File: config.mk
export PLATFORM = sky130hd
export DESIGN_NAME = memory_access_unit
export DESIGN_NICKNAME = d
export VERILOG_FILES = /design/src/rtl/memory_access_unit.sv
export SDC_FILE = /design/constraint.sdc
export NUM_CORES = 1
export LEC_CHECK = 0
export ABC_AREA = 1
export BUFFER_PORTS_ARGS = -buffer_cell sky130_fd_sc_hd__buf_2
export CORE_ASPECT_RATIO = 0.75
export CORE_UTILIZATION = 30
export DETAILED_ROUTE_END_ITERATION = 8
export PLACE_DENSITY = 0.51
export SLEW_MARGIN = 20
export SYNTH_ARGS = -nofsm -noshare
export SYNTH_HDL_FRONTEND = slang
export SYNTH_SLANG_ARGS = --single-unit
File: constraint.sdc
create_clock -name clk -period 2.7 [get_ports clk]
set_input_delay 0.135 -clock clk [delete_from_list [all_inputs] [get_ports clk]]
set_output_delay 0.135 -clock clk [all_outputs]
set_load 0.01 [all_outputs]
File: src/rtl/memory_access_unit.sv
// memory_access_unit: memory-stage load/store sequencer for RV32.
// Drives a req/ready data port, stalls the pipe, flags bad accesses.
module memory_access_unit #(
  parameter int DATA_WIDTH     = 32,
  parameter int TIMEOUT_CYCLES = 16
) (
  input  logic                  clk,
  input  logic                  rst_n,
  input  logic                  MemRead_i,
  input  logic                  MemWrite_i,
  input  logic [2:0]            MemoryOp_i,
  input  logic [DATA_WIDTH-1:0] ALUResult_i,
  input  logic [DATA_WIDTH-1:0] WriteData_i,
  output logic                  mem_req_o,
  output logic                  mem_we_o,
  output logic [DATA_WIDTH-1:0] mem_addr_o,
  output logic [3:0]            mem_be_o,
  output logic [DATA_WIDTH-1:0] mem_wdata_o,
  input  logic                  mem_ready_i,
  input  logic [DATA_WIDTH-1:0] mem_rdata_i,
  output logic [DATA_WIDTH-1:0] ReadData_o,
  output logic                  stall_o,
  output logic                  misaligned_o,
  output logic                  bus_error_o
);

  typedef enum logic [1:0] {
    IDLE = 2'd0,
    BUSY = 2'd1,
    DONE = 2'd2
  } state_t;

  localparam logic [2:0] OP_B  = 3'b000;
  localparam logic [2:0] OP_H  = 3'b001;
  localparam logic [2:0] OP_W  = 3'b010;
  localparam logic [2:0] OP_BU = 3'b100;
  localparam logic [2:0] OP_HU = 3'b101;

  localparam logic [31:0] TO_LAST = 32'(TIMEOUT_CYCLES - 1);

  state_t          state_q, state_d;
  logic [31:0]     cnt_q, cnt_d;
  logic            we_q, we_d;
  logic [31:0]     addr_q, addr_d;
  logic [3:0]      be_q, be_d;
  logic [31:0]     wdata_q, wdata_d;
  logic [2:0]      op_q, op_d;
  logic [1:0]      off_q, off_d;
  logic [31:0]     rdata_q, rdata_d;
  logic            mis_q, mis_d;
  logic            err_q, err_d;

  logic            access;
  logic [1:0]      a;
  logic            op_bad;
  logic            misal;
  logic [3:0]      be_n;
  logic [31:0]     wd_n;
  logic [31:0]     sh_b;
  logic [31:0]     sh_h;
  logic [31:0]     ld;
  logic            stall_c;
  logic            busy;

  // Decode legality and store lane placement of the incoming access
  always_comb begin
    access = MemRead_i | MemWrite_i;
    a      = ALUResult_i[1:0];
    op_bad = (MemoryOp_i == 3'b011) |
             (MemoryOp_i == 3'b110) |
             (MemoryOp_i == 3'b111) |
             (MemWrite_i & MemoryOp_i[2]);
    misal  = ((MemoryOp_i[1:0] == 2'b01) & a[0]) |
             ((MemoryOp_i == OP_W) & (a != 2'b00));
    be_n   = 4'b1111;
    wd_n   = 32'h0;
    unique case (1'b1)
      (MemWrite_i & (MemoryOp_i[1:0] == 2'b00)): begin
        be_n = 4'b0001 << a;
        wd_n = {4{WriteData_i[7:0]}};
      end
      (MemWrite_i & (MemoryOp_i[1:0] == 2'b01)): begin
        be_n = a[1] ? 4'b1100 : 4'b0011;
        wd_n = {2{WriteData_i[15:0]}};
      end
      default: begin
        be_n = 4'b1111;
        wd_n = MemWrite_i ? WriteData_i : 32'h0;
      end
    endcase
  end

  // Select and extend the addressed lane of the returned word
  always_comb begin
    sh_b = mem_rdata_i >> {off_q, 3'b000};
    sh_h = mem_rdata_i >> {off_q[1], 4'b0000};
    ld   = mem_rdata_i;
    unique case (op_q)
      OP_B:    ld = {{24{sh_b[7]}}, sh_b[7:0]};
      OP_BU:   ld = {24'h0, sh_b[7:0]};
      OP_H:    ld = {{16{sh_h[15]}}, sh_h[15:0]};
      OP_HU:   ld = {16'h0, sh_h[15:0]};
      default: ld = mem_rdata_i;
    endcase
  end

  // Next-state, request capture, timeout and pulse generation
  always_comb begin
    state_d = state_q;
    cnt_d   = cnt_q;
    we_d    = we_q;
    addr_d  = addr_q;
    be_d    = be_q;
    wdata_d = wdata_q;
    op_d    = op_q;
    off_d   = off_q;
    rdata_d = rdata_q;
    mis_d   = 1'b0;
    err_d   = 1'b0;
    stall_c = 1'b0;
    unique case (state_q)
      IDLE: begin
        cnt_d = 32'h0;
        if (access) begin
          if (op_bad) begin
            err_d = 1'b1;
          end else if (misal) begin
            mis_d = 1'b1;
          end else begin
            stall_c = 1'b1;
            we_d    = MemWrite_i;
            addr_d  = {ALUResult_i[31:2], 2'b00};
            be_d    = be_n;
            wdata_d = wd_n;
            op_d    = MemoryOp_i;
            off_d   = a;
            state_d = BUSY;
          end
        end
      end
      BUSY: begin
        stall_c = 1'b1;
        cnt_d   = cnt_q + 32'h1;
        if (mem_ready_i) begin
          if (!we_q) rdata_d = ld;
          cnt_d   = 32'h0;
          state_d = DONE;
        end else if ((TIMEOUT_CYCLES != 0) && (cnt_q == TO_LAST)) begin
          err_d   = 1'b1;
          rdata_d = 32'h0;
          cnt_d   = 32'h0;
          state_d = DONE;
        end
      end
      DONE: begin
        state_d = IDLE;
      end
      default: begin
        state_d = IDLE;
      end
    endcase
  end

  // State and request registers
  always_ff @(posedge clk or negedge rst_n) begin
    if (!rst_n) begin
      state_q <= IDLE;
      cnt_q   <= 32'h0;
      we_q    <= 1'b0;
      addr_q  <= 32'h0;
      be_q    <= 4'h0;
      wdata_q <= 32'h0;
      op_q    <= 3'b0;
      off_q   <= 2'b0;
      rdata_q <= 32'h0;
      mis_q   <= 1'b0;
      err_q   <= 1'b0;
    end else begin
      state_q <= state_d;
      cnt_q   <= cnt_d;
      we_q    <= we_d;
      addr_q  <= addr_d;
      be_q    <= be_d;
      wdata_q <= wdata_d;
      op_q    <= op_d;
      off_q   <= off_d;
      rdata_q <= rdata_d;
      mis_q   <= mis_d;
      err_q   <= err_d;
    end
  end

  // Port drive; request fields are only shown while a request is live
  always_comb begin
    busy         = (state_q == BUSY);
    mem_req_o    = busy;
    mem_we_o     = busy & we_q;
    mem_addr_o   = busy ? addr_q : 32'h0;
    mem_be_o     = busy ? be_q : 4'h0;
    mem_wdata_o  = busy ? wdata_q : 32'h0;
    ReadData_o   = rdata_q;
    stall_o      = rst_n & stall_c;
    misaligned_o = mis_q;
    bus_error_o  = err_q;
  end

endmodule

==> results.md, run 1 <==
- The run finished with clean final reports.
- The area growth from synthesis to layout is 28.7%.
- The number of buffers on the longest clock path is 2.
- Across the VDD grid, the largest voltage drop is 0.000516 V.
- The met2 capacity usage during global routing is 0.257.
- The initial antenna violation count is 0.
- The class of the most critical hold timing path is input port to flip-flop.
- The clock latency at the later pin of the worst-skew pair is 0.43 ns.
- The share of layout cells above drive strength 1 is 0.202.
- For the pin with the worst max-slew slack, the measured transition is 0.940 ns.
- The starting DRC count in detailed routing is 561.
- Setup violations remaining at the end of the flow were counted as 0.
- Prior to clock tree synthesis, the placed netlist has a worst setup slack of 0.630 ns.
- In this run the critical register-to-register path is launched from op_q[0].
- The synthesized flop and latch total is 140.
- The endpoint of the worst hold-timing path is wdata_q[5].
- Of the total synthesized cell area, the portion taken by full adders, half adders and majority gates is 0.00161.
- The per-cell routed wire length is 14.8 um.
- The count of antenna diodes in the layout is 0.
- The total number of placement rows is 50.
- Clock-pin slew was measured on the worst setup and hold paths at 0.06 ns.
- The hold path startpoint is WriteData_i[5].
- At the end of routability-driven placement, the weighted congestion stood at 0.847.
- The first TritonRoute pass finished after 5 iterations.
- The final HPWL from detailed placement is 17000 um.
- Setup repair after global routing left no endpoint under its margin.
- The count of distinct cell types in the synthesized netlist is 35.
- The number of global-route vias before repair was 7322.
- The total number of clock tree sinks is 140.
- The die is 141 um tall.
- STA puts the critical path data arrival time at 2.26 ns.
- STA puts the critical path data required time at 2.57 ns.
- Across every metal layer, demand over resource in global routing totals 0.188.
- The first global-routing pass estimated 39200 um of wire.
- The number of cells traversed by the worst hold path is 3.
- The clock tree synthesis step divided the H-tree into 4 levels.
- The CTS tree is yes.
- The total of warnings raised by yosys is 0.
- The layer flagged by global routing as most heavily used is met1.
- The number of CTS-inserted buffers is 17.
- Synthesis produced 1093 cells.
- Sorting the synthesized cells by area gives the leading types as dfrtp_1, nand2_1, nor2_1.
- The max-slew violation count came to 0.
- Of the total synthesized cell area, the portion taken by AND, OR, NAND and NOR gates is 0.307.
- Of the post-synthesis cell area, the part taken by muxes is 0.
- The area fraction of the dominant cell type after synthesis is 0.452.
- The critical path in this run is classified as flip-flop to output port.
- Setup slack on the critical path of the routed design comes to 0.302 ns.
- The pin count of the biggest net entering global routing is 106.
- The post-synthesis async set-or-reset flop share is 1.00.
- Once placement finished, the instance area stood at 9090 um2.
- The area fraction in compound gates after synthesis came to 0.126.
- The per-cell via count in the routed design is 4.70.
- The largest family of logic cells by synthesized area is simple AND/OR/NAND/NOR gates.
- The core region is 25100 um2.
- The power per cell area is 899 nW/um2.
- The destination of the worst register-to-register timing path is ReadData_o[8].
- Dividing the synthesized area by the synthesized cell count gives 7.10 um2.
- The number of remaining DRC errors is 0.
- Max-cap violations in this run came to 0.
- The worst clock skew is 0.00816 ns.
- The fraction of the cycle the final worst path needs is 0.888.
- The kind of capture point of the worst setup path is an output port.
- Across all layers, the routed design uses 7785 vias.
- Summed over all layers, the global routing overflow is 0.
- The count of hold-fix buffers inserted at cts is 31.
- The total negative setup slack is 0 ns.
- In the global route stage, met1 resource usage came out at 0.288.
- The maximum clock frequency is 0.417 GHz.
- For this run, the register share of the synthesized area comes to 0.452.
- The area of the mapped netlist is 7760 um2.
- The time the final worst path needs with I/O delays and setup is 2.40 ns.
- In this run the tightest slew margin relative to its limit is 0.365.
- The cell taking the most area after synthesis is dfrtp_1.
- The post-detailed-route count of antenna-violating nets is 0.
- Overall power consumption after layout is estimated at 8.98 mW.
- The count of placed standard cells in the final layout, fillers left out is 1658.
- The master cell of the clock root buffer is clkbuf_16.
- The initial cell density of the core is 0.308.
- The count of nets after finishing is 1413.
- The floorplan step set the die width to 188 um.
- The area share of xor/xnor cells in the synthesized design is 0.0192.
- The static leakage power is 4.98 nW.
- The die outline area is 26500 um2.
- Post-CTS repair changed the size of 0 cells.
- Once layout is done, the placed cells without fillers occupy 9980 um2.
- The number of hold-slack violations in the final timing report is 0.
- In this run the register-to-register setup slack is 0.71 ns.
- The number of enable flip-flop cells after synthesis is 0.
- STA classifies the critical path startpoint as a flip-flop.
- After detailed routing, the total wire length is 24500 um.
- In the synthesized netlist the dominant register cell turns out to be dfrtp_1.
- The placed cell count is 1596.
- The top-level I/O count is 209.
- In the global route stage, met3 resource usage came out at 0.0448.
- The number of port buffers is 206.
- Along the worst path, the maximum fanout reaches 68.
- After clock tree synthesis, the setup repair step added 0 buffers.
- The worst register-to-register path has a depth of 8.
==> Yosys cell counts, types with 3 or more instances <==
master and instances:
and2_1 4, nand4_1 10, dfrtp_1 140, nand2_1 261, nand3_1 84, o21ai_0 115, o211ai_1 18, buf_4 8
a21oi_1 29, buf_6 3, nor2_4 3, o21ai_1 6, xnor2_1 8, inv_1 115, o22ai_1 8, xor2_1 9
clkbuf_1 30, buf_2 13, buf_1 3, inv_2 3, nor2_1 192, nor3_1 14
==> per-stage QoR <==
| stage | util | hold WS, ns |
|---|---|---|
| 6_report | 0.397 | 0.0321 |
| 5_1_grt | 0.397 | 0.0459 |
| 4_1_cts | 0.397 | 0.00625 |
| 3_5_place_dp | 0.362 | 0.0694 |
| 3_3_place_gp | 0.362 | 0.0669 |
| 2_1_floorplan | - | -0.161 |
==> where the power goes <==
group	switching [mW]	internal, mW	total, mW	leakage [nW]
sequential	0.316	2.81	3.13	1.83
clock	0.958	1.40	2.36	0.278
combinational	2.30	1.19	3.50	2.87
total	3.58	5.40	8.98	4.98
==> cell usage in the layout, fill, tap and decap left out, types with 2 or more instances in the layout <==
cell type / count
o21ai_1: 6
nand4_1: 10
xor2_1: 9
inv_2: 3
buf_12: 3
nor3_1: 14
o211ai_1: 18
conb_1: 2
nor3_2: 2
and2_1: 4
o21ai_0: 115
a21oi_1: 29
clkinv_4: 2
bufinv_16: 2
nand3_1: 84
clkinvlp_4: 3
nor2_4: 4
clkbuf_16: 17
inv_1: 115
o22ai_1: 8
dlygate4sd3_1: 31
nand2_1: 261
clkbuf_8: 2
buf_2: 205
clkinv_2: 4
nand2_2: 2
dfrtp_1: 140
nor2_1: 192
o21a_1: 2
buf_4: 12
xnor2_1: 8
==> how the worst max path moves through the flow <==
stage	depth (start not counted)	end	slack, ns	startpoint
final	5	mem_wdata_o[31]	0.30	state_q[1]
after CTS	5	mem_wdata_o[31]	0.29	state_q[1]
after floorplan	6	stall_o	1.20	state_q[1]
after global placement	9	off_q[0]	0.69	MemWrite_i
after global routing	5	mem_wdata_o[3]	0.19	state_q[1]
after detailed placement	8	wdata_q[2]	0.63	MemWrite_i
==> metal layers <==
metal,vias up,part of all wire,routed length [um]
met5,-,0,0
met3,23,0.080,1970
met2,272,0.41,9960
met1,3589,0.50,12400
li1,3901,-,-
met4,0,0.0097,239
==> state kept, by name, summed over array words and instances (netlist names) <==
register	cells
ReadData_o	32
cnt_q	32
wdata_q	32
addr_q	30
be_q	4
op_q	3
off_q	2
state_q	2
bus_error_o	1
misaligned_o	1
we_q	1
==> cells by family after synthesis <==
kind of cell / Yosys count
DFF: 140
xor gates and xnor gates: 17
other: 1
and+or+nand+nor: 577
AOI/OAI and AO/OA: 182
adders and majority gates: 1
buffers and inverters: 175
==> final cells by class <==
class / count / area (um2)
clock buffers: 20 / 457
clock inverters: 11 / 120
fillers: 2720 / 15200
inverters: 118 / 443
multi-input cells: 779 / 3540
flip-flops and latches: 140 / 3500
well taps: 338 / 423
repair buffers: 252 / 1500
==> worst max-delay path: stages, from the launching register on <==
cell and delay, ns:
dfrtp_1 0.59, nor2_4 0.13, inv_2 0.10, buf_4 0.59, nor2_1 0.17, buf_2 0.19
Power figures use the tool's default switching activity.
==> run 2, diff against run 1 <==
==> constraint.sdc (replaced) <==
create_clock -name clk -period 2.7 [get_ports clk]
set_input_delay 0 -clock clk [delete_from_list [all_inputs] [get_ports clk]]
set_output_delay 0 -clock clk [all_outputs]
set_load 0.01 [all_outputs]
==> run 2 against run 1 <==
Against the previous run:
- critical path depth stayed put
- sequential cell count stayed put
- clock-buffer cell count is 1 lower
- die area stayed put
- setup slack better by 0.096 ns
- fmax is 4.2% higher
- cell count is 2.7% higher
- clock power is 3% higher
- via count is 1.8% higher
- non-clock buffer count is 46 higher
- sequential share of layout area is 1.6 points lower
- hold slack worse by 0.022 ns
- critical path type unchanged
- critical endpoint is now mem_wdata_o[5]
- highest routed layer unchanged
==> results.md, run 2 (synthesized netlist as in run 1, its figures left out) <==
- The total wire length after detailed routing is 25300 um (was 24500 um).
- The leading cell type in the layout, fill and taps excluded is nand2_1 (unchanged).
- The static leakage power is 5.18 nW (was 4.98 nW).
- The total negative setup slack came to 0 ns (unchanged).
- The clock edge transition at the registers on the reported setup and hold paths is 0.06 ns (about the same).
- RSZ-0062 raised after global routing: false (unchanged).
- The arrival time of the worst setup path was 2.30 ns (was 2.26 ns).
- The per-cell routed wire length is 14.8 um (about the same).
- The worst hold margin is 0.00987 ns (was 0.0321 ns).
- The pre-CTS setup slack came to 0.657 ns (was 0.630 ns).
- The peak fanout along the critical path came to 68 (unchanged).
- The setup slack after layout is 0.398 ns (was 0.302 ns).
- The pin count of the biggest net entering global routing came to 73 (was 106).
- The number of cells traversed by the worst hold path is 5 (was 3).
- The power per cell area is 869 nW/um2 (was 899 nW/um2).
- The count of nets after finishing is 1459 (was 1413).
- The number of global-route vias before repair was 7523 (was 7322).
- The per-cell via count in the routed design is 4.65 (was 4.70).
- The worst slew margin relative to its limit is 0.401 (was 0.365).
- The number of search-and-repair iterations in the first detailed-routing pass is 5 (unchanged).
- Leading cell types in the layout, fill and taps excluded: nand2_1, buf_2, nor2_1, dfrtp_1 (unchanged).
- The startpoint type of the worst setup path is a flip-flop (unchanged).
- The maximum VDD drop is 0.000555 V (was 0.000516 V).
- The area of the core region is 25100 um2 (unchanged).
- The master cell of the clock root buffer was clkbuf_16 (unchanged).
- The initial cell density of the core is 0.308 (unchanged).
- The source of the critical timing path was state_q[1] (unchanged).
- The setup fix buffers added after clock tree synthesis was 0 (unchanged).
- The number of port buffers is 206 (unchanged).
- The time the final worst path needs with I/O delays and setup came to 2.30 ns (was 2.40 ns).
- The count of hold-fix buffers inserted at cts is 76 (was 31).
- The initial antenna violation count is 0 (unchanged).
- The post-cts repair resize count came to 0 (unchanged).
- The hold path startpoint is WriteData_i[24] (was WriteData_i[5]).
- The maximum clock frequency is 0.434 GHz (was 0.417 GHz).
- The die outline area was 26500 um2 (unchanged).
- The slew at the pin with the worst max-slew slack is 0.886 ns (was 0.940 ns).
- The final HPWL from detailed placement is 17600 um (was 17000 um).
- The total number of H-tree levels is 4 (unchanged).
- The y dimension of the die is 141 um (unchanged).
- The worst flop-to-flop path startpoint is off_q[1] (was op_q[0]).
- The total cell area at the placement stage came to 9090 um2 (about the same).
- The global-route usage over all layers is 0.195 (was 0.188).
- The total number of clock tree sinks is 140 (unchanged).
- The area growth from synthesis to layout is 34.7% (was 28.7%).
- The post-detailed-route count of antenna-violating nets came to 0 (unchanged).
- The kind of capture point of the worst setup path was an output port (unchanged).
- The overall overflow remaining after global route came to 0 (unchanged).
- The total number of placement rows was 50 (unchanged).
- The placer's final routability congestion estimate came to 0.867 (was 0.847).
- The number of remaining DRC errors is 0 (unchanged).
- The chip width was 188 um (unchanged).
- The clock latency at the later pin of the worst-skew pair is 0.42 ns (was 0.43 ns).
- The critical path class is flip-flop to output port (unchanged).
- The top-level I/O count was 209 (unchanged).
- The number of buffers on the longest clock path was 2 (unchanged).
- Outcome: complete, no violations (unchanged).
- The final core area utilization is 0.415 (was 0.397).
- The number of hold-slack violations in the final timing report came to 0 (unchanged).
- The final instance area came to 10400 um2 (was 9980 um2).
- The starting DRC count in detailed routing is 663 (was 561).
- The routed via count is 7925 (was 7785).
- The fraction of the cycle the final worst path needs is 0.853 (was 0.888).
- The cell count of the worst reg-to-reg path is 6 (was 8).
- The class of the most critical hold timing path is input port to flip-flop (unchanged).
- The share of layout cells above drive strength 1 is 0.196 (was 0.202).
- The setup-violating endpoint count in the final report is 0 (unchanged).
- The number of CTS-inserted buffers is 17 (unchanged).
- The worst clock skew was 0.00698 ns (was 0.00816 ns).
- The max-slew violation count is 0 (unchanged).
- The reported max-cap violation count was 0 (unchanged).
- The CTS tree is yes (unchanged).
- The count of antenna diodes in the layout is 0 (unchanged).
- The required time of the worst setup path is 2.70 ns (was 2.57 ns).
- The global-route wire length before repair came to 40800 um (was 39200 um).
==> run 2: worst max-delay path, stage by stage, from the launching register on <==
cell	delay [ns]
dfrtp_1	0.69
nor2_4	0.12
inv_2	0.11
buf_4	0.59
nor2_1	0.15
buf_2	0.18
==> run 2: final cells by class <==
class,instances,area (um2)
Fill cell,2637,14700
Multi-Input combinational cell,779,3540
Sequential cell,140,3500
Timing Repair Buffer,298,1940
Clock buffer,19,453
Inverter,118,443
Tap cell,338,423
Clock inverter,11,145
==> run 2: worst paths after layout <==
kind	end	slack (ns)
max	mem_wdata_o[5]	0.40
min	wdata_q[24]	0.01
max reg2reg	ReadData_o[4]	0.58
min reg2reg	be_q[2]	0.49
max in group asynchronous	ReadData_o[26]	1.70
min in group asynchronous	cnt_q[15]	0.19
==> run 2: per-stage QoR <==
stage,power [mW],std cells
floorplan,5.35,1094
global placement,6.60,1597
detailed placement,6.62,1597
CTS,9.18,1703
global route,9.79,1703
finish,9.08,1703
==> run 2: report_power, final <==
group / switching (mW) / internal [mW] / total, mW
combinational: 2.24 / 1.21 / 3.45
clock: 0.940 / 1.49 / 2.43
sequential: 0.392 / 2.81 / 3.20
==> run 2: metal layers <==
| layer | routed length (um) | up-vias | track usage |
|---|---|---|---|
| met5 | 0 | - | 0 |
| met4 | 220 | 0 | 0.0466 |
| met3 | 1890 | 17 | 0.0463 |
| met2 | 10300 | 285 | 0.275 |
| met1 | 12900 | 3636 | 0.295 |
| li1 | - | 3987 | - |
==> run 3, diff against run 2 <==
- RECOVER_POWER: unset -> 25
==> run 3 against run 2 <==
Against the previous run:
- critical path depth is the same
- cell count is the same
- clock-buffer cell count is the same
- first-iteration DRC count shrank 6.6%
- largest cell class unchanged
- highest routed layer unchanged
==> results.md, run 3 (synthesized netlist as in run 1, its figures left out) <==
- The number of hold-slack violations in the final timing report is 0 (unchanged).
- The hold path startpoint is WriteData_i[24] (unchanged).
- The area growth from synthesis to layout came to 34.3% (was 34.7%).
- The area of the core region is 25100 um2 (unchanged).
- The startpoint type of the worst setup path was a flip-flop (unchanged).
- The number of buffers on the longest clock path came to 2 (unchanged).
- The y dimension of the die is 141 um (unchanged).
- The required time of the worst setup path is 2.70 ns (about the same).
- The initial antenna violation count was 0 (unchanged).
- The critical path class is flip-flop to output port (unchanged).
- The slack of the worst reg-to-reg path came to 0.61 ns (was 0.58 ns).
- The worst slew margin relative to its limit is 0.402 (was 0.401).
- The time the final worst path needs with I/O delays and setup is 2.31 ns (was 2.30 ns).
- The pre-CTS setup slack is 0.657 ns (unchanged).
- The arrival time of the worst setup path is 2.31 ns (was 2.30 ns).
- The endpoint of the worst hold-timing path was wdata_q[24] (unchanged).
- The slew at the pin with the worst max-slew slack is 0.885 ns (was 0.886 ns).
- The number of global-route vias before repair is 7523 (unchanged).
- The total number of clock tree sinks is 140 (unchanged).
- The global-route wire length before repair is 40800 um (unchanged).
- RSZ-0062 raised after global routing: false (unchanged).
- The sum of internal, switching and leakage power is 9.04 mW (was 9.08 mW).
- The pin count of the biggest net entering global routing is 73 (unchanged).
- The die outline area is 26500 um2 (unchanged).
- The total wire length after detailed routing is 25300 um (about the same).
- The maximum clock frequency is 0.432 GHz (was 0.434 GHz).
- The class of the most critical hold timing path is input port to flip-flop (unchanged).
- The final HPWL from detailed placement came to 17600 um (unchanged).
- The setup fix buffers added after clock tree synthesis is 0 (unchanged).
- Outcome: complete, no violations (unchanged).
- The per-cell routed wire length came to 14.9 um (was 14.8 um).
- The max-slew violation count is 0 (unchanged).
- The maximum VDD drop is 0.000554 V (was 0.000555 V).
- The top-level I/O count came to 209 (unchanged).
- Leading cell types in the layout, fill and taps excluded: nand2_1, nor2_1, buf_2, dfrtp_1 (was nand2_1, buf_2, nor2_1, dfrtp_1).
- The destination of the worst register-to-register timing path is ReadData_o[4] (unchanged).
- The source of the critical timing path is state_q[1] (unchanged).
- The reported max-cap violation count came to 0 (unchanged).
- The cell class contributing the biggest share of worst-path delay is buffers and inverters (unchanged).
- The setup slack after layout is 0.386 ns (was 0.398 ns).
- The routed via count is 7950 (was 7925).
- The power per cell area is 868 nW/um2 (was 869 nW/um2).
- The per-cell via count in the routed design is 4.67 (was 4.65).
- The worst clock skew is 0.00756 ns (was 0.00698 ns).
- The clock latency at the later pin of the worst-skew pair is 0.42 ns (about the same).
- The initial cell density of the core was 0.308 (unchanged).
- The leading cell type in the layout, fill and taps excluded is nand2_1 (unchanged).
- The setup-violating endpoint count in the final report was 0 (unchanged).
- Crit path cell chain: nor2_4 -> inv_2 -> buf_4 -> nor2_1 -> buf_2 (unchanged).
- The count of nets after finishing came to 1459 (unchanged).
- The post-cts repair resize count is 0 (unchanged).
- The fraction of the cycle the final worst path needs is 0.857 (was 0.853).
- The worst flop-to-flop path startpoint was off_q[1] (unchanged).
- The cell count of the worst reg-to-reg path is 6 (unchanged).
- The global-route usage over all layers is 0.195 (unchanged).
- The chip width is 188 um (unchanged).
- The total number of placement rows is 50 (unchanged).
- The CTS tree is yes (unchanged).
- The total negative setup slack is 0 ns (unchanged).
- The total number of H-tree levels is 4 (unchanged).
- The share of layout cells above drive strength 1 is 0.177 (was 0.196).
- The number of search-and-repair iterations in the first detailed-routing pass came to 5 (unchanged).
- The post-detailed-route count of antenna-violating nets came to 0 (unchanged).
- The number of remaining DRC errors is 0 (unchanged).
- The worst path buffer plus inverter count is 3 (unchanged).
- The cell with the largest stage delay on the worst path is dfrtp_1 (unchanged).
- The number of port buffers is 206 (unchanged).
- The kind of capture point of the worst setup path is an output port (unchanged).
- The delay of the slowest cell on the worst path was 0.71 ns (was 0.69 ns).
- The overall overflow remaining after global route is 0 (unchanged).
- The static leakage power was 5.08 nW (was 5.18 nW).
- The placer's final routability congestion estimate is 0.867 (unchanged).
- The master cell of the clock root buffer was clkbuf_16 (unchanged).
- The count of antenna diodes in the layout is 0 (unchanged).
- The starting DRC count in detailed routing is 619 (was 663).
- The peak fanout along the critical path is 68 (unchanged).
- The clock edge transition at the registers on the reported setup and hold paths came to 0.06 ns (about the same).
- The number of CTS-inserted buffers is 17 (unchanged).
- The number of cells traversed by the worst hold path came to 5 (unchanged).
- The count of fill cells added during filler insertion came to 2652 (was 2637).
==> run 3: cell types whose count changed in the layout (fill, tap and decap cells not counted), sizes merged <==
cell / delta
clkbuf: +26
buf: -26
==> run 3: per-stage QoR <==
stage	cell area [um2]	instances	hold slack [ns]	util
final	10400	1703	0.0117	0.414
after global routing	10400	1703	0.0272	0.414
after CTS	10400	1703	0.00173	0.415
after detailed placement	9090	1597	0.0869	0.361
after global placement	9090	1597	0.0827	0.361
after floorplan	7760	1094	-0.296	-
==> run 3: layer usage <==
| layer | global-route usage | wire, um |
|---|---|---|
| met4 | 0.0466 | 252 |
| met2 | 0.275 | 10200 |
| met3 | 0.0463 | 1930 |
| met1 | 0.295 | 12900 |
| met5 | 0 | 0 |
==> run 3: worst max path at each step <==
| stage | to | slack [ns] | cells after the start |
|---|---|---|---|
| 3_5_place_dp | ReadData_o[4] | 0.66 | 6 |
| 4_1_cts | mem_wdata_o[31] | 0.29 | 5 |
| 5_1_grt | mem_wdata_o[3] | 0.17 | 5 |
| 3_3_place_gp | ReadData_o[4] | 0.67 | 6 |
| 6_report | mem_wdata_o[5] | 0.39 | 5 |
| 2_1_floorplan | cnt_q[16] | 1.20 | 9 |
==> run 3: worst min-delay path, cell delays in order <==
cell      delay (ns)
buf_2           0.09
nand3_1         0.09
o211ai_1        0.10
nand2_1         0.06
o21ai_0         0.06
==> run 3: where the power goes <==
part | total (mW) | switching (mW) | internal (mW)
Sequential | 3.21 | 0.396 | 2.81
Combinational | 3.40 | 2.23 | 1.17
Clock | 2.43 | 0.942 | 1.49
==> run 3: what timing repair did <==
action                                  in CTS  in global routing
hold buffers                                76                  0
hold endpoints to repair                   150                  0
endpoints found under the setup margin       0                  0
==> run 3: final cells by class <==
type	instances	area (um2)	share of cell area
well taps	338	423	0.0406
inverters	118	443	0.0425
clock buffers	19	453	0.0435
clock inverters	11	145	0.0139
multi-input cells	779	3540	0.340
repair buffers	298	1910	0.183
flip-flops and latches	140	3500	0.336
